==> src/rtl/byte_serializer_msb_pkg.sv <==
// Shared definitions for the serial front end and the pattern detectors.
//  - state_e          : two-state shifter FSM encoding (IDLE / SHIFT)
//  - IDLE_BIT_DEFAULT : level parked on the serial line when no word is in flight
package byte_serializer_msb_pkg;

  typedef enum logic {
    S_IDLE  = 1'b0,
    S_SHIFT = 1'b1
  } state_e;

  localparam logic IDLE_BIT_DEFAULT = 1'b1;

endpackage

==> src/rtl/byte_serializer_msb.sv <==
// byte_serializer_msb
//  Parallel-to-serial front end: takes WIDTH-bit words on a valid/ready
//  handshake and emits them MSB-first, one bit per clk, on x. A one-entry
//  hold buffer lets consecutive words stream with no gap bits.
//
// Ports
//  clk          in   1      clock, rising edge
//  reset        in   1      synchronous, active-low
//  din          in   WIDTH  parallel word, MSB sent first
//  din_valid    in   1      din is valid this cycle
//  din_ready    out  1      block can accept din this cycle
//  x            out  1      serial bit, registered (IDLE_BIT when idle)
//  x_valid      out  1      x carries a data bit
//  frame_start  out  1      x carries the MSB of a word
//  busy         out  1      shifter active or hold buffer full
//
// Handshake: a word is transferred on a rising clk edge where
// din_valid & din_ready are both high. din_ready depends only on registers
// (and reset), never on din_valid; the source must keep din stable while
// din_valid is high and din_ready is low.
module byte_serializer_msb
  import byte_serializer_msb_pkg::*;
#(
  parameter int   WIDTH    = 8,
  parameter logic IDLE_BIT = IDLE_BIT_DEFAULT
) (
  input  logic             clk,
  input  logic             reset,
  input  logic [WIDTH-1:0] din,
  input  logic             din_valid,
  output logic             din_ready,
  output logic             x,
  output logic             x_valid,
  output logic             frame_start,
  output logic             busy
);

  localparam int             CW      = $clog2(WIDTH);
  localparam logic [CW-1:0]  CNT_MAX = CW'(WIDTH - 1);

  state_e           state_q;
  logic [WIDTH-1:0] shreg_q;      // remaining bits, next one at the MSB
  logic [CW-1:0]    cnt_q;        // bits still to emit after the one on x
  logic [WIDTH-1:0] hold_q;
  logic             hold_full_q;
  logic             x_q;
  logic             x_valid_q;
  logic             frame_start_q;

  logic             accept;
  logic             load_en;
  logic [WIDTH-1:0] load_word;
  logic             hold_wr;

  assign din_ready   = reset & ~hold_full_q;
  assign accept      = din_valid & din_ready;
  assign x           = x_q;
  assign x_valid     = x_valid_q;
  assign frame_start = frame_start_q;
  assign busy        = (state_q == S_SHIFT) | hold_full_q;

  // Decide where the next word comes from. On the last bit of a word the
  // held word has priority; din_ready was low then, so no accept collides.
  always_comb begin
    load_en   = 1'b0;
    load_word = din;
    hold_wr   = 1'b0;
    case (state_q)
      S_IDLE: load_en = accept;
      S_SHIFT: begin
        if (cnt_q == '0) begin
          if (hold_full_q) begin
            load_en   = 1'b1;
            load_word = hold_q;
          end else begin
            load_en = accept;
          end
        end else begin
          hold_wr = accept;
        end
      end
      default: load_en = 1'b0;
    endcase
  end

  // Shifter FSM with registered outputs. Datapath registers (shreg, cnt,
  // hold) are not reset: they are always written before being observed.
  always_ff @(posedge clk) begin
    if (!reset) begin
      state_q       <= S_IDLE;
      hold_full_q   <= 1'b0;
      x_q           <= IDLE_BIT;
      x_valid_q     <= 1'b0;
      frame_start_q <= 1'b0;
    end else begin
      if (hold_wr) begin
        hold_q      <= din;
        hold_full_q <= 1'b1;
      end else if (load_en && hold_full_q) begin
        hold_full_q <= 1'b0;
      end

      if (load_en) begin
        x_q           <= load_word[WIDTH-1];
        shreg_q       <= load_word << 1;
        cnt_q         <= CNT_MAX;
        x_valid_q     <= 1'b1;
        frame_start_q <= 1'b1;
        state_q       <= S_SHIFT;
      end else if (state_q == S_SHIFT && cnt_q != '0) begin
        x_q           <= shreg_q[WIDTH-1];
        shreg_q       <= shreg_q << 1;
        cnt_q         <= cnt_q - 1'b1;
        frame_start_q <= 1'b0;
      end else begin
        state_q       <= S_IDLE;
        x_q           <= IDLE_BIT;
        x_valid_q     <= 1'b0;
        frame_start_q <= 1'b0;
      end
    end
  end

endmodule

==> config.mk <==
export PLATFORM = sky130hd
export DESIGN_NAME = byte_serializer_msb
export DESIGN_NICKNAME = d
export VERILOG_FILES = /design/src/rtl/byte_serializer_msb_pkg.sv /design/src/rtl/byte_serializer_msb.sv
export SDC_FILE = /design/constraint.sdc
export NUM_CORES = 1
export LEC_CHECK = 0
export CAP_MARGIN = 20
export CORE_MARGIN = 1
export CORE_UTILIZATION = 51
export CTS_CLUSTER_SIZE = 24
export DETAILED_ROUTE_END_ITERATION = 6
export HOLD_SLACK_MARGIN = 0.08
export PLACE_DENSITY = 0.81
export SYNTH_ARGS = -nofsm -noshare
export SYNTH_HDL_FRONTEND = slang
export SYNTH_SLANG_ARGS = --single-unit
export TNS_END_PERCENT = 5
==> constraint.sdc <==
create_clock -name clk -period 2.4 [get_ports clk]
set_input_delay 0.48 -clock clk [delete_from_list [all_inputs] [get_ports clk]]
set_output_delay 0.48 -clock clk [all_outputs]
set_load 0.01 [all_outputs]
==> impl_metrics.json <==
{
  "critPathLaunchType": "input pin",
  "gp_congestion": 0.706,
  "via_per_inst": 5.18,
  "initial_core_util_pct": 56.8,
  "synth_seq_cells": 22,
  "ys_types": 25,
  "drt_iter0_markers": 11,
  "post_cts_resized": 0,
  "cts_hold_buf": 0,
  "arrival_ps": 1740,
  "synth_area_um2": 1020,
  "clkTransAtPathRegs_ps": 110,
  "clock_path_buffers": 2,
  "insertion_delay_ps": 300,
  "relSlewSlack_pct": 66.3,
  "synthMuxAreaShare_pct": 15.2,
  "place_inst": 108,
  "cp.required_ps": 1920,
  "total_power_mw": 0.742,
  "path_max_fanout": 7,
  "ant_nets": 0,
  "period_needed_ps": 2220,
  "synth-compound-area-share_pct": 8.44,
  "grt_usage_pct": 17.2,
  "setup_viol_count_final": 0,
  "die_w_um": 46.8,
  "ys_warn_count": 0,
  "ys_seq_area_share_pct": 60.6,
  "dpl.hpwl_um": 1130,
  "synthAdderAreaFrac_pct": 2.44,
  "cap_violations": 0,
  "cts.sinks": 22,
  "num_vias": 580,
  "core-area_um2": 1800,
  "synth_xor_area_share_pct": 0.856,
  "synth_cells": 68,
  "io_buffers": 15,
  "peakVddDrop_mv": 0.414,
  "grt_max_degree": 13,
  "slew_violations": 0,
  "routed_wl_um": 1510,
  "p_leak_nw": 0.470,
  "synthSimpleGateAreaFrac_pct": 9.54,
  "diodes": 0,
  "min_path_type": "flip-flop to flip-flop",
  "fin_crit_sh_pct": 92.5,
  "die_y_um": 46.8,
  "drive_above_1_share_pct": 26.4,
  "hold_violations": 0,
  "pre_cts_slack_ps": 183,
  "yosysTopAreaCellShare_pct": 52.8,
  "worst_slew_pin_slew_ps": 505,
  "fin_cells": 112,
  "synth_top_family_by_area": "multiplexers",
  "yosys-top-cells-area": "edfxtp_1, mux2_2, dfxtp_1",
  "post_cts_buffers": 0,
  "die_area_um2": 2190,
  "fmax_mhz": 451,
  "skew_ps": 3.37,
  "first_global_vias": 579,
  "syn_avg_cell_area_um2": 15.1,
  "finalSetupTns_ps": 0,
  "setup_slack_ps": 181,
  "syn_nets": 81,
  "status": "finished, final reports clean",
  "antenna_found_initial": 0,
  "pin_count": 16,
  "power_density_nw_per_um2": 604,
  "row_count": 15,
  "path_class": "input pin to output port",
  "grt-ovfl-total": 0,
  "dr.pass1.iters": 3,
  "crit_path_end_kind": "output port",
  "grt_pass1_wl_um": 2510,
  "nNetsFinal": 101,
  "drc_errors": 0,
  "synth_top_cell_by_area": "edfxtp_1",
  "h-tree-depth": 1,
  "wl_per_cell_um": 13.5,
  "grt_setup_unrepaired": "no",
  "cts_root_buf": "clkbuf_4",
  "cts_tree": "done",
  "cts_buffers": 3,
  "syn_to_final_growth_pct": 19.9
}
-- synth_stat cells, drive strengths merged --
| cell | number |
|---|---|
| a21boi | 2 |
| a211o | 1 |
| or2 | 1 |
| nand3 | 1 |
| a2bb2oi | 1 |
| a211oi | 2 |
| nand2b | 2 |
| nor2b | 2 |
| edfxtp | 18 |
| nand2 | 3 |
| inv | 3 |
| mux2i | 2 |
| mux2 | 12 |
| nand4b | 1 |
| o21ai | 3 |
| nor2 | 3 |
| dfxtp | 4 |
| xnor2 | 1 |
| a21oi | 2 |
| ha | 2 |
| buf | 2 |
-- flip-flops by register name, indices dropped and copies added (netlist names) --
signal       count
x_valid          1
cnt_q            3
frame_start      1
shreg_q          7
hold_q           8
hold_full_q      1
x                1
-- cell usage in the layout, fill, tap and decap left out, types with 2 or more instances in the layout --
master	netlist	routed
nor2_1	3	3
ha_1	2	2
buf_4	1	2
o21ai_0	3	3
mux2_2	12	12
edfxtp_1	18	18
clkdlybuf4s50_1	0	15
a21boi_0	2	2
inv_1	3	3
mux2i_1	2	2
nand2_1	3	3
a21oi_1	2	2
dfxtp_1	4	4
clkbuf_4	0	3
-- per-layer routing --
layer  track usage, %  share of wire, %  vias to the layer above
met2             28.9                53                        8
li1                 -                 -                      291
met5                0                 0                        -
met1             21.1                43                      279
met3             3.46               2.8                        2
met4             8.57              0.79                        0
-- area by class of cell --
cell class                      count  area (µm²)
Sequential cell                    22         621
Fill cell                         152         574
Multi-Input combinational cell     41         373
Tap cell                           25        31.3
Clock buffer                        4        26.3
Inverter                            3        11.3
Timing Repair Buffer               17         165
-- stage by stage --
step	instance area [µm²]	hold WS (ps)	utilization [%]
floorplan	1020	471	-
global placement	1200	488	66.7
detailed placement	1200	528	66.7
CTS	1230	560	68.1
global route	1230	585	68.1
finish	1230	549	68.1
-- cell families (layout without fill, tap and decap cells) --
group,after synthesis,in the layout
AO/OA/AOI/OAI,11,11
flip-flops,22,22
adder cells (fa/ha/maj),2,2
AND/OR/NAND/NOR,13,13
XOR/XNOR,1,1
buffers and inverters,5,24
multiplexers,14,14
-- power breakdown --
part / total, mW / internal, mW / switching, mW
Combinational: 0.116 / 0.0680 / 0.0483
Sequential: 0.458 / 0.443 / 0.0152
Clock: 0.167 / 0.0647 / 0.103
-- worst max-delay path: stages --
cell and delay [ps]:
clkdlybuf4s50_1 560, nor2b_1 150, clkdlybuf4s50_1 540
-- worst paths after layout --
path / start / end / slack [ps] / cells past startpoint
hold reg to reg: shreg_q[7] / x / 550 / 1
setup / recovery: reset / din_ready / 180 / 3
setup reg to reg: cnt_q[0] / shreg_q[5] / 540 / 5
hold / removal: shreg_q[7] / x / 550 / 1
Note: power is estimated with default switching activity, not from simulation.
==> variant, RTL diff (config.mk and constraints unchanged) <==
The parameter `WIDTH` goes from 8 to 4.
--- a/src/rtl/byte_serializer_msb.sv
+++ b/src/rtl/byte_serializer_msb.sv
@@ -21,7 +21,7 @@
 module byte_serializer_msb
   import byte_serializer_msb_pkg::*;
 #(
-  parameter int   WIDTH    = 8,
+  parameter int   WIDTH    = 4,
   parameter logic IDLE_BIT = IDLE_BIT_DEFAULT
 ) (
   input  logic             clk,
Ports: changed (resized din); port bits go from 16 to 12. No check against the original RTL was run, so the function may have changed too.
==> variant against the unedited design <==
  * Worst setup slack worse by 58 ps
  * Combinational power down 40%
  * Wire length down 31%
  * Core utilization up 5.1 points
  * Sequential share of layout area down 2.3 points
  * Sequential cell count down 9
  * Final cell count down 39%
  * Cell area down 41%
  * First-iteration DRC count down 36%
  * Total power down 37%
  * Synthesized area down 44%
  * Critical path type unchanged
  * Largest power group unchanged
==> variant: results (changes against the unedited design) <==
Port-buffer cells: 11 (-4)
met3 wirelength from detailed routing: 41 um (-4.7%)
share of cells above drive strength 1: 16.36% (-10 points)
number of register bits inferred by synthesis: 13 (-41%)
Critical R2R Capture: shreg_q[1]$_SDFFCE_PN0P_
portion of netlist area occupied by mux cells: 12.66% (-2.5 points)
M2 GR Usage: 30.09% (+1.2 points)
registers with the most flip-flops: hold_q: 4 flops, shreg_q: 3 flops, cnt_q: 2 flops
static leakage power: 0.2830 nW (-40%)
final critical delay including setup and external delays: 2277 ps (+57.67 ps)
global-route wire length before repair: 1.656 mm (-34%)
FP Rows: 11 (-4)
detailed-placement wirelength estimate: 795.2 um (-29%)
hold path start: shreg_q[3]$_DFFE_PP_
placed cell count: 64 (-41%)
Layout non-clock buf frac: 15.17% (+1.7 points)
Post-DP Area: 699.4 sq um (-42%)
vias after detailed routing: 358 (-38%)
wl on met1: 461 um (-29%)
outcome: completed
worst setup slack for register-to-register paths: 600 ps (+60 ps)
hold-critical path depth: 2 (+1)
setup slack after placement: 123.5 ps (-59.40 ps)
worst stage delay on the critical path: 590 ps (+30 ps)
first drt pass iteration count: 2 (-1)
vias in the first global route: 367 (-37%)
clock latency of the later-clocked register in the worst-skew pair: 280 ps (-20 ps)
met1 GRT Util: 24.02% (+3.0 points)
wire per inst: 15.41 um (+14%)
count of non-CTS buffers in the layout: 11 (-6)
DR WL met2: 487 um (-39%)
largest net degree at the start of global routing: 11 (-2)
last weighted congestion value of the routability-driven placer: 0.8029 (+14%)
Core Region: 991.0 sq um (-45%)
EDFF count, synth: 9 (-9)
average cell area after synthesis: 14.33 sq um (-4.8%)
maximum fanout encountered on the critical timing path: 8 (+1)
clock transition at the register clock pins on the worst setup and hold paths after CTS: 90 ps (-20 ps)
Hold Worst Slack: 550.1 ps (+1.572 ps)
post-synthesis adder-cell area fraction: 2.183% (-0.26 points)
sequential fraction of the synthesis area: 61.14% (+0.50 points)
area fraction in compound gates after synthesis: 7.860% (-0.57 points)
number of unique standard cell types used by synthesis: 22 (-12%)
nets: 64 (-37%)
Clock Skew: 6.014 ps (+2.644 ps)
Synthesized Nets: 48 (-41%)
clock network area share: 3.621% (+1.5 points)
aggregate global-route resource usage: 20.08% (+2.9 points)
slew at the pin closest to its max-slew limit: 308.3 ps (-196.5 ps)
maximum ir drop on the vdd rail: 416.6 uV (+0.66%)
most numerous cell types in the synthesized netlist: 9 x sky130_fd_sc_hd__edfxtp_1, 4 x sky130_fd_sc_hd__dfxtp_1
==> variant: changes by cell type after synthesis, moves of 2 or more <==
cell,before,now
sky130_fd_sc_hd__mux2_2,12,0
sky130_fd_sc_hd__edfxtp_1,18,9
sky130_fd_sc_hd__a21boi_0,2,0
sky130_fd_sc_hd__a21oi_1,2,0
sky130_fd_sc_hd__mux2_1,0,2
sky130_fd_sc_hd__mux2_4,0,2
sky130_fd_sc_hd__nand2_1,3,1
sky130_fd_sc_hd__nor2_1,3,1
sky130_fd_sc_hd__o21a_1,0,2
sky130_fd_sc_hd__o21ai_0,3,1
==> variant: report_power, final <==
group / leakage [nW] / total (mW) / switching, mW / internal (mW)
Clock: 0.0150 / 0.140 / 0.0758 / 0.0645
Combinational: 0.153 / 0.0700 / 0.0296 / 0.0404
Sequential: 0.115 / 0.259 / 0.00630 / 0.253
